`config.mk`:
```
export PLATFORM = sky130hd
export DESIGN_NAME = imem_loader
export DESIGN_NICKNAME = d
export VERILOG_FILES = /design/src/rtl/imem_loader_pkg.sv /design/src/rtl/imem_loader_word_assembler.sv /design/src/rtl/imem_loader.sv
export SDC_FILE = /design/constraint.sdc
export NUM_CORES = 1
export LEC_CHECK = 0
export BUFFER_PORTS_ARGS = -buffer_cell sky130_fd_sc_hd__buf_4
export CELL_PAD_IN_SITES_DETAIL_PLACEMENT = 0
export CELL_PAD_IN_SITES_GLOBAL_PLACEMENT = 1
export CORE_MARGIN = 2
export CORE_UTILIZATION = 45
export CTS_CLUSTER_DIAMETER = 100
export CTS_CLUSTER_SIZE = 30
export DETAILED_ROUTE_END_ITERATION = 7
export PLACE_DENSITY = 0.87
export SYNTH_ARGS = -nofsm -noshare
export SYNTH_HDL_FRONTEND = slang
export SYNTH_SLANG_ARGS = --single-unit
```
`constraint.sdc`:
```
create_clock -name clk -period 2.9 [get_ports clk]
set_clock_uncertainty 0.05 [all_clocks]
set_input_delay 0.145 -clock clk [delete_from_list [all_inputs] [get_ports clk]]
set_output_delay 0.145 -clock clk [all_outputs]
set_load 0.02 [all_outputs]
```
`src/rtl/imem_loader_pkg.sv`:
```
`default_nettype none
// ============================================================================
// imem_loader_pkg : shared FSM encoding and sizing constants for the loader
// Revision: 1.0
// ============================================================================
package imem_loader_pkg;

  localparam int BYTES_PER_WORD = 4;
  localparam int LEN_W          = 16;

  typedef enum logic [2:0] {
    S_IDLE  = 3'd0,
    S_RECV  = 3'd1,
    S_WRITE = 3'd2,
    S_CSUM  = 3'd3,
    S_DONE  = 3'd4,
    S_ERR   = 3'd5
  } state_t;

endpackage
`default_nettype wire

```
`src/rtl/imem_loader_word_assembler.sv`:
```
`default_nettype none
// ============================================================================
// word_assembler : little-endian byte-to-word shift register with byte counter
// Revision: 1.0
// ============================================================================
module word_assembler
  import imem_loader_pkg::*;
(
  input  logic                         clk,
  input  logic                         rst,
  input  logic                         i_clr,
  input  logic                         i_accept,
  input  logic [7:0]                   i_byte,
  output logic [8*BYTES_PER_WORD-1:0]  o_word,
  output logic [8*BYTES_PER_WORD-1:0]  o_next_word,
  output logic                         o_last
);

  logic [8*BYTES_PER_WORD-1:0] r_word;
  logic [1:0]                  r_cnt;

  // Shifting in from the top leaves the first byte in bits [7:0] after four pushes.
  assign o_next_word = {i_byte, r_word[8*BYTES_PER_WORD-1:8]};
  assign o_word      = r_word;
  assign o_last      = (r_cnt == 2'(BYTES_PER_WORD - 1));

  always_ff @(posedge clk or negedge rst) begin
    if (!rst) begin
      r_word <= '0;
      r_cnt  <= '0;
    end else if (i_clr) begin
      r_word <= '0;
      r_cnt  <= '0;
    end else if (i_accept) begin
      r_word <= o_next_word;
      r_cnt  <= r_cnt + 2'd1;
    end
  end

endmodule
`default_nettype wire

```
`src/rtl/imem_loader.sv`:
```
`default_nettype none
// ============================================================================
// imem_loader : streams bytes into instruction memory, verifies XOR checksum
// Revision: 1.0
// ============================================================================
module imem_loader
  import imem_loader_pkg::*;
#(
  parameter int ADDR_W = 10
) (
  input  logic             clk,
  input  logic             rst,
  input  logic             start,
  input  logic [LEN_W-1:0] load_len,
  input  logic             in_valid,
  input  logic [7:0]       in_data,
  output logic             in_ready,
  output logic             imem_we,
  output logic [31:0]      imem_addr,
  output logic [31:0]      imem_wdata,
  output logic             core_hold,
  output logic             busy,
  output logic             done,
  output logic             err
);

  state_t            r_state;
  state_t            w_next;
  logic [LEN_W-1:0]  r_len;
  logic [ADDR_W-1:0] r_idx;
  logic [ADDR_W-1:0] r_addr;
  logic [31:0]       r_wdata;
  logic [31:0]       r_csum;

  logic              w_accept;
  logic              w_begin;
  logic              w_too_big;
  logic              w_last_word;
  logic [31:0]       w_asm_word;
  logic [31:0]       w_asm_next;
  logic              w_asm_last;

  word_assembler u_asm (
    .clk         (clk),
    .rst         (rst),
    .i_clr       (w_begin),
    .i_accept    (w_accept),
    .i_byte      (in_data),
    .o_word      (w_asm_word),
    .o_next_word (w_asm_next),
    .o_last      (w_asm_last)
  );

  assign in_ready    = (r_state == S_RECV) || (r_state == S_CSUM);
  assign w_accept    = in_valid && in_ready;
  assign w_too_big   = (32'(load_len) > (32'd1 << ADDR_W));
  assign w_last_word = (LEN_W'(r_idx) == (r_len - LEN_W'(1)));

  assign imem_we    = (r_state == S_WRITE);
  assign imem_addr  = 32'(r_addr);
  assign imem_wdata = r_wdata;
  assign busy       = (r_state == S_RECV) || (r_state == S_WRITE) || (r_state == S_CSUM);
  assign done       = (r_state == S_DONE);
  assign err        = (r_state == S_ERR);
  assign core_hold  = (r_state != S_DONE);

  always_comb begin
    w_next  = r_state;
    w_begin = 1'b0;
    case (r_state)
      S_IDLE, S_DONE, S_ERR: begin
        if (start) begin
          if (load_len == '0) begin
            w_next = S_DONE;
          end else if (w_too_big) begin
            w_next = S_ERR;
          end else begin
            w_next  = S_RECV;
            w_begin = 1'b1;
          end
        end
      end
      S_RECV: begin
        if (w_accept && w_asm_last) w_next = S_WRITE;
      end
      S_WRITE: begin
        w_next = w_last_word ? S_CSUM : S_RECV;
      end
      S_CSUM: begin
        if (w_accept && w_asm_last) w_next = (w_asm_next == r_csum) ? S_DONE : S_ERR;
      end
      default: w_next = S_IDLE;
    endcase
  end

  always_ff @(posedge clk or negedge rst) begin
    if (!rst) begin
      r_state <= S_IDLE;
      r_len   <= '0;
      r_idx   <= '0;
      r_addr  <= '0;
      r_wdata <= '0;
      r_csum  <= '0;
    end else begin
      r_state <= w_next;
      if (w_begin) begin
        r_len  <= load_len;
        r_idx  <= '0;
        r_csum <= '0;
      end
      // Address and data are captured on entry to WRITE and held afterwards.
      if ((r_state == S_RECV) && w_accept && w_asm_last) begin
        r_addr  <= r_idx;
        r_wdata <= w_asm_next;
      end
      if (r_state == S_WRITE) begin
        r_csum <= r_csum ^ w_asm_word;
        r_idx  <= r_idx + ADDR_W'(1);
      end
    end
  end

endmodule
`default_nettype wire

```
==> results of run 1 <==
## flip-flops by register name (all words and copies together) (netlist names)
name,count
u_asm.o_word,32
imem_wdata,32
r_state,3
r_addr,10
r_idx,10
u_asm.r_cnt,2
r_csum,32
r_len,16
## worst max-delay path, cell delays in order (launching register included)
cell      delay, ns
dfrtp_1        0.58
or3b_1         0.56
clkinv_2       0.25
buf_4          0.31
buf_4          0.20
## final cells by class
| type | count | area [sq um] | share of cell area (%) |
|---|---|---|---|
| flip-flops and latches | 137 | 3430 | 42.7 |
| multi-input cells | 459 | 2900 | 36.2 |
| repair buffers | 102 | 845 | 10.5 |
| clock buffers | 18 | 429 | 5.35 |
| well taps | 184 | 230 | 2.87 |
| clock inverters | 14 | 163 | 2.03 |
| inverters | 6 | 23.8 | 0.296 |
## power groups by stage
stage          Clock [W]  Combinational (W)  Sequential, W
3_5_place_dp           0            0.00245        0.00340
6_report         0.00216            0.00246        0.00338
4_1_cts          0.00220            0.00249        0.00338
5_1_grt          0.00229            0.00272        0.00348
2_1_floorplan          0            0.00147        0.00343
3_3_place_gp           0            0.00238        0.00336
## metal layers
metal  vias to the layer above  track usage [%]  wire length [um]
met3                        28             5.11               593
met5                         -                0                 0
li1                       2253                -                 -
met4                         0             7.58               335
met2                       109             32.3              7250
met1                      2374             25.4              6440
## stage by stage
| step | total power [W] | area [sq um] | hold WS [ns] |
|---|---|---|---|
| finish | 0.00801 | 8020 | 0.103 |
| CTS | 0.00807 | 8020 | 0.0827 |
| global placement | 0.00575 | 7230 | 0.207 |
| floorplan | 0.00490 | 6660 | -0.201 |
| global route | 0.00848 | 8020 | 0.116 |
| detailed placement | 0.00585 | 7230 | 0.207 |
## kinds of logic after synthesis
| kind of cell | synth area share, % |
|---|---|
| AOI/OAI and AO/OA | 6.20 |
| xor gates and xnor gates | 10.9 |
| adders and majority gates | 0.571 |
| buffers and inverters | 5.06 |
| DFF | 52.1 |
| muxes | 9.21 |
| other | 0.0570 |
| and+or+nand+nor | 15.8 |
## worst max path at each step
stage | from | endpoint | slack (ns) | cells past startpoint
floorplan | r_len[0] | r_state[1] | 0.88 | 8
global placement | r_len[0] | r_state[1] | 0.68 | 8
detailed placement | r_len[0] | r_state[1] | 0.60 | 8
CTS | r_state[1] | imem_we | 0.34 | 4
global route | r_state[1] | imem_we | 0.27 | 4
finish | r_state[1] | imem_we | 0.38 | 4
## Yosys cell counts (all sizes together), types with 2 or more instances
library cell  count  area (sq um)
nor4             10          75.1
nand2b            5          31.3
nor2b             5          31.3
inv               5          18.8
ha                3          37.5
clkbuf           11          43.8
nor2             49           194
buf              41           265
nor3             12          70.1
a21oi            37           185
o32ai             2          17.5
nor3b             2          15.0
and2              2          12.5
o21ai            12          60.1
nand4             3          18.8
xnor2             9          78.8
or3               2          12.5
o211ai            2          20.0
nand3b            6          45.0
dfrtp           137          3430
mux2i             2          20.0
o22ai             4          25.0
nand2           117           439
xor2             73           639
mux2             52           586
nand3            12          65.1
o31ai             2          15.0
a41oi             2          17.5
## timing repair
item,4_1_cts,5_1_grt
buffers inserted,0,0
gates resized for setup,0,0
hold buffers,20,0
setup endpoints to repair,0,0
endpoints found under the hold margin,111,0
==> results.json, run 1 <==
{
  "min_delay_worst_endpoint": "r_state[2]",
  "power.share.combinational_pct": 30.7,
  "ys_seq_area_share_pct": 52.1,
  "synth_area_sq_um": 6580,
  "intPower_w": 0.00508,
  "io_pins": 98,
  "endpoint_kind": "output port",
  "r2r_end": "r_state[1]",
  "grt_max_degree": 87,
  "crit_fanout": 23,
  "power_density_nw_per_um2": 998,
  "rrSetupSlack_ns": 0.53,
  "grt_pass1_wl_um": 24700,
  "wl_um": 14600,
  "row_count": 44,
  "async_reset_ff_share_pct": 100,
  "dp_hpwl_um": 9430,
  "drtPass1Iterations": 5,
  "synth_edf_count": 0,
  "dpl_worst_slack_ns": 0.603,
  "pwr-share-seq_pct": 42.2,
  "clockBufferDepth": 2,
  "antenna_found_initial": 0,
  "max_freq_mhz": 396,
  "remaining_drc_errors": 0,
  "drv_slew": 0,
  "layout_common_cells": "137 x dfrtp_1, 117 x nand2_1, 79 x buf_4",
  "yosysUniqueCellTypes": 51,
  "grt_setup_unrepaired": "false",
  "via_per_inst": 5.18,
  "vdd_drop_max_v": 0.000556,
  "synth_area_per_cell_sq_um": 10.4,
  "worst_slew_pin_slew_ns": 1.02,
  "vias": 4764,
  "gp_congestion": 0.829,
  "cts_buffers": 17,
  "switching_share_pct": 36.5,
  "ys_dominant_reg_cell": "dfrtp_1",
  "hp-start": "in_valid",
  "numPortBuffers": 75,
  "setup_tns_ns": 0,
  "cts.sinks": 137,
  "crit_required_ns": 2.71,
  "diodes": 0,
  "htree_levels": 4,
  "grt_pass1_vias": 4925,
  "grt_overflow": 0,
  "syn_inst": 633,
  "drt-initial-drc-count": 348,
  "final_common_cell": "dfrtp_1",
  "setup_viol": 0,
  "finalHoldViolCount": 0,
  "die_h_um": 125,
  "dp.cells": 868,
  "switchingPower_w": 0.00293,
  "ys.warnings.count": 0,
  "core-area_sq_um": 14400,
  "crit_path_start_kind": "register",
  "cts_tree": "yes",
  "postRouteAntennaNets": 0,
  "worstPathArrival_ns": 2.33,
  "wl_per_cell_um": 15.9,
  "timing.final.ws_setup_ns": 0.376,
  "maxCapViolCount": 0,
  "hold_path.class": "primary input to register",
  "finish.utilization_pct": 55.6,
  "cts_root_buf": "clkbuf_16",
  "fin_nets": 754,
  "clock_power_share_pct": 27.0,
  "max_slew_margin_pct": 32.0,
  "p_leak_nw": 3.61,
  "layoutNonFillerInstCount": 920,
  "die-width_um": 125,
  "period_share_pct": 87.0,
  "area_growth_pct": 22.0,
  "status": "complete, no violations",
  "fillers": 1250,
  "drive_above_1_share_pct": 23.4,
  "clk_pin_slew_worst_paths_ns": 0.06,
  "grt_usage_pct": 19.8,
  "dieArea_sq_um": 15600,
  "ys_ff_latch": 137,
  "finalCriticalPeriod_ns": 2.52,
  "reg2regPathDepth": 8,
  "whs_path_depth": 3,
  "path_class": "register to output port",
  "worstReg2RegStart": "r_len[0]",
  "clock_latency_ns": 0.43,
  "start_util_pct": 45.6
}
(Power assumes the default switching activity.)
==> inputs of run 2 (changes only) <==
==> constraint.sdc (replaced) <==
create_clock -name clk -period 2.9 [get_ports clk]
set_clock_uncertainty 0.05 [all_clocks]
set_input_delay 0.58 -clock clk [delete_from_list [all_inputs] [get_ports clk]]
set_output_delay 0.58 -clock clk [all_outputs]
set_load 0.1 [all_outputs]
==> run 2 against run 1 <==
  * Setup slack worse by 0.14 ns
  * Cell count decreased by 1.7%
  * Non-clock buffer count decreased by 16
  * Combinational power increased by 71%
  * Core utilization shrank 0.78 points
  * First-iteration DRC count is 7.2% higher
  * Design area decreased by 1.4%
  * Wire length grew 1.5%
  * Total power rose by 24%
  * Register-to-register slack improved by 0.02 ns
  * Critical path type unchanged
  * Critical endpoint unchanged
==> results.json, run 2 (synthesis gave the netlist of run 1 again) <==
{
  "postRouteAntennaNets": 0,
  "max_slew_margin_pct": 42.3,
  "via_per_inst": 5.31,
  "finish.utilization_pct": 54.8,
  "cts_root_buf": "clkbuf_16",
  "final_common_cell": "dfrtp_1",
  "wl_um": 14800,
  "drv_slew": 0,
  "row_count": 44,
  "start_util_pct": 45.6,
  "grt_usage_pct": 19.7,
  "clock_latency_ns": 0.43,
  "crit_fanout": 12,
  "switchingPower_w": 0.00463,
  "core-area_sq_um": 14400,
  "numPortBuffers": 75,
  "dp_hpwl_um": 9800,
  "power_density_nw_per_um2": 1260,
  "endpoint_kind": "output port",
  "clockBufferDepth": 2,
  "maxCapViolCount": 0,
  "diodes": 0,
  "remaining_drc_errors": 0,
  "grt_pass1_wl_um": 24600,
  "post-cts-setup-buffers": 0,
  "gp_congestion": 0.873,
  "switching_share_pct": 46.5,
  "drt-initial-drc-count": 373,
  "clk_pin_slew_worst_paths_ns": 0.06,
  "io_pins": 98,
  "max_freq_mhz": 376,
  "vias": 4803,
  "finalHoldViolCount": 0,
  "cts_buffers": 17,
  "die-width_um": 125,
  "wl_per_cell_um": 16.4,
  "worstPathArrival_ns": 2.03,
  "crit_required_ns": 2.27,
  "grt_setup_unrepaired": "false",
  "intPower_w": 0.00533,
  "grt_max_degree": 74,
  "cts.sinks": 137,
  "worst_slew_pin_slew_ns": 0.859,
  "setup_viol": 0,
  "drive_above_1_share_pct": 24.4,
  "cts-hold-fix-buffers": 0,
  "clock_power_share_pct": 23.9,
  "hold_ws_ns": 0.0361,
  "cts_resized": 0,
  "layout_common_cells": "137 x dfrtp_1, 117 x nand2_1, 84 x buf_4",
  "setup_tns_ns": 0,
  "p_leak_nw": 3.57,
  "drtPass1Iterations": 5,
  "grt_pass1_vias": 4809,
  "antenna_found_initial": 0,
  "path_class": "register to output port",
  "power.share.combinational_pct": 42.2,
  "die_h_um": 125,
  "fin_nets": 738,
  "vdd_drop_max_v": 0.000751,
  "area_growth_pct": 20.2,
  "hold_path.class": "primary input to async pin",
  "crit_path_start_kind": "register",
  "period_share_pct": 91.7,
  "grt_overflow": 0,
  "cts_tree": "yes",
  "finalCriticalPeriod_ns": 2.66,
  "status": "complete, no violations",
  "pwr-share-seq_pct": 33.8,
  "dieArea_sq_um": 15600,
  "htree_levels": 4
}
==> run 2: cell count changes in the layout (fill, tap and decap cells not counted) <==
cell / change
clkbuf_1: +1
buf_4: +5
buf_6: -1
nand2b_2: +1
clkinv_4: -2
dlygate4sd3_1: -20
bufinv_16: +3
nand2b_1: -1
inv_6: -2
==> run 2: worst paths after layout <==
check	from	end	slack, ns	cells after the start
worst min register to register	r_addr[9]	r_addr[9]	0.46	1
worst max-delay path	r_state[1]	imem_we	0.24	3
max in group asynchronous	rst	imem_wdata[30]	2.11	2
min in group clk	load_len[5]	r_len[5]	0.35	2
worst max register to register	r_len[0]	r_state[1]	0.55	8
worst min-delay path	rst	r_addr[3]	0.04	1
==> run 2: power by group through the flow <==
stage	clock, W	sequential, W	combinational (W)
2_1_floorplan	0	0.00481	0.00180
3_3_place_gp	0	0.00336	0.00414
3_5_place_dp	0	0.00339	0.00420
4_1_cts	0.00242	0.00337	0.00423
5_1_grt	0.00251	0.00347	0.00444
6_report	0.00239	0.00337	0.00421
==> run 2: through the flow <==
step	cells	total power, W	area, sq um	setup slack (ns)
finish	904	0.00997	7910	0.240
global route	904	0.0104	7910	0.128
CTS	904	0.0100	7910	0.211
detailed placement	872	0.00760	7260	0.422
global placement	872	0.00750	7260	0.442
floorplan	654	0.00661	6660	0.138
==> run 2: critical path, cell delays in order (launching register included) <==
cell	delay, ns
dfrtp_1	0.57
or3b_1	0.59
clkinv_2	0.15
buf_4	0.30
==> run 2: layout make-up <==
class,count,area (sq um)
fillers,1227,6520
flip-flops and latches,137,3430
multi-input cells,459,2900
repair buffers,86,671
clock buffers,19,433
well taps,184,230
clock inverters,13,218
inverters,6,23.8
==> run 2: routing by layer <==
layer	up-vias	global-route usage [%]	share of wire (%)
li1	2218	-	-
met1	2423	25.0	43
met2	140	32.6	50
met3	22	5.28	4.7
met4	0	6.93	1.8
met5	-	0	0
==> inputs of run 3 (changes only) <==
--- a/config.mk
+++ b/config.mk
@@ -9,11 +9,11 @@
 export CELL_PAD_IN_SITES_DETAIL_PLACEMENT = 0
 export CELL_PAD_IN_SITES_GLOBAL_PLACEMENT = 1
 export CORE_MARGIN = 2
-export CORE_UTILIZATION = 45
+export CORE_UTILIZATION = 40
 export CTS_CLUSTER_DIAMETER = 100
 export CTS_CLUSTER_SIZE = 30
 export DETAILED_ROUTE_END_ITERATION = 7
-export PLACE_DENSITY = 0.87
+export PLACE_DENSITY = 0.83
 export SYNTH_ARGS = -nofsm -noshare
 export SYNTH_HDL_FRONTEND = slang
 export SYNTH_SLANG_ARGS = --single-unit
==> constraint.sdc (replaced) <==
create_clock -name clk -period 2.26 [get_ports clk]
set_clock_uncertainty 0.05 [all_clocks]
set_input_delay 0.452 -clock clk [delete_from_list [all_inputs] [get_ports clk]]
set_output_delay 0.452 -clock clk [all_outputs]
set_load 0.1 [all_outputs]
==> run 3 against run 2 <==
  * Via count shrank 0.94%
  * Largest cell class unchanged
  * Critical path type unchanged
  * Die area is 12% higher
  * Sequential share of layout area down 0.77 points
  * Wire length increased by 3.5%
  * Total power is 26% higher
  * Sequential power rose by 27%
==> results.json, run 3 (synthesis gave the netlist of run 1 again) <==
{
  "status": "complete, no violations",
  "crit_path_start_kind": "register",
  "endpoint_kind": "output port",
  "htree_levels": 4,
  "cts_tree": "yes",
  "wl_met2_um": 7590,
  "crit_required_ns": 1.76,
  "whs_path_depth": 2,
  "post-cts-setup-buffers": 0,
  "maxCapViolCount": 0,
  "grt_pass1_wl_um": 25400,
  "die-width_um": 132,
  "vdd_drop_max_v": 0.00108,
  "clock_latency_ns": 0.42,
  "grt_setup_unrepaired": "false",
  "vias": 4758,
  "area_growth_pct": 22.4,
  "drt-initial-drc-count": 283,
  "drv_slew": 0,
  "start_util_pct": 41.1,
  "finalCriticalPeriod_ns": 2.19,
  "setup_viol": 0,
  "io_pins": 98,
  "postRouteAntennaNets": 0,
  "clockBufferDepth": 2,
  "grt_max_degree": 51,
  "finish.utilization_pct": 50.3,
  "fin_nets": 755,
  "grt_overflow": 0,
  "gp_congestion": 0.871,
  "grt_usage_pct": 18.3,
  "dp.cells": 920,
  "remaining_drc_errors": 0,
  "drive_above_1_share_pct": 26.5,
  "layoutNonFillerInstCount": 952,
  "wl_met1_um": 6840,
  "antenna_found_initial": 0,
  "path_class": "register to output port",
  "hold_path.class": "primary input to register",
  "hold_ws_ns": 0.230,
  "setup_tns_ns": 0,
  "worstPathArrival_ns": 1.69,
  "wl_per_cell_um": 16.1,
  "crit_fanout": 11,
  "numPortBuffers": 75,
  "top_layer": "met4",
  "wl_um": 15400,
  "dp_hpwl_um": 10600,
  "cts_buffers": 17,
  "layout_common_cells": "137 x dfrtp_1, 117 x nand2_1, 94 x buf_4",
  "final_common_cell": "dfrtp_1",
  "clk_pin_slew_worst_paths_ns": 0.06,
  "max_freq_mhz": 457,
  "die_h_um": 132,
  "dieArea_sq_um": 17500,
  "diodes": 0,
  "p_leak_nw": 3.63,
  "wl_met3_um": 725,
  "reg2regPathDepth": 8,
  "row_count": 46,
  "power_density_nw_per_um2": 1560,
  "grt_pass1_vias": 4830,
  "via_per_inst": 5.00,
  "cts.sinks": 137,
  "core-area_sq_um": 16000,
  "period_share_pct": 96.8,
  "cts_root_buf": "clkbuf_16",
  "finalHoldViolCount": 0,
  "drtPass1Iterations": 4
}
## run 3: cell count changes in the layout (fill, tap and decap cells not counted), moves of 2 or more
| cell | before | now |
|---|---|---|
| buf_12 | 2 | 4 |
| buf_4 | 84 | 94 |
| buf_6 | 0 | 4 |
| bufinv_16 | 5 | 2 |
| clkinv_2 | 2 | 4 |
| nor2_1 | 47 | 45 |
## run 3: final timing paths
kind | startpoint | end | slack [ns]
worst max-delay path | r_state[1] | done | 0.07
worst min-delay path | load_len[6] | r_len[6] | 0.23
worst max register to register | r_len[1] | r_state[1] | 0.14
worst min register to register | imem_wdata[3] | imem_wdata[3] | 0.45
max in group asynchronous | rst | imem_wdata[18] | 0.97
min in group asynchronous | rst | imem_wdata[31] | 0.50
## run 3: final cells by class
cell class              instances  area [sq um]
inverters                       6          23.8
multi-input cells             459          2930
fillers                      1475          7950
flip-flops and latches        137          3430
clock buffers                  20           437
repair buffers                103           841
well taps                     216           270
clock inverters                11           125
## run 3: per-layer routing
layer | track usage (%) | up-vias
met3 | 4.81 | 19
met2 | 29.7 | 111
li1 | - | 2264
met4 | 5.62 | 0
met5 | 0 | -
met1 | 24.1 | 2364
## run 3: critical path, stage by stage (launching register included)
cell,delay (ns)
dfrtp_1,0.38
buf_4,0.18
nand2b_1,0.21
nand2b_2,0.21
inv_1,0.07
buf_6,0.22
## run 3: timing repair
| item | CTS | global route |
|---|---|---|
| endpoints found under the setup margin | 1 | 4 |
| hold endpoints to repair | 46 | 0 |
| hold buffers | 1 | 0 |
| resized for setup | 1 | 6 |
## run 3: through the flow
stage | setup WS [ns] | total power (W) | cell area (sq um)
finish | 0.0715 | 0.0126 | 8050
global route | 0.00568 | 0.0132 | 8050
CTS | 0.00238 | 0.0126 | 8030
detailed placement | 0.0576 | 0.00993 | 7450
global placement | 0.0631 | 0.00980 | 7450
floorplan | -0.201 | 0.00849 | 6660
## run 3: power by group
| part | leakage (nW) | internal, W | total, W | switching, W |
|---|---|---|---|---|
| Sequential | 1.69 | 0.00336 | 0.00428 | 0.000912 |
| Combinational | 1.67 | 0.00162 | 0.00563 | 0.00401 |
| Clock | 0.270 | 0.00162 | 0.00267 | 0.00105 |
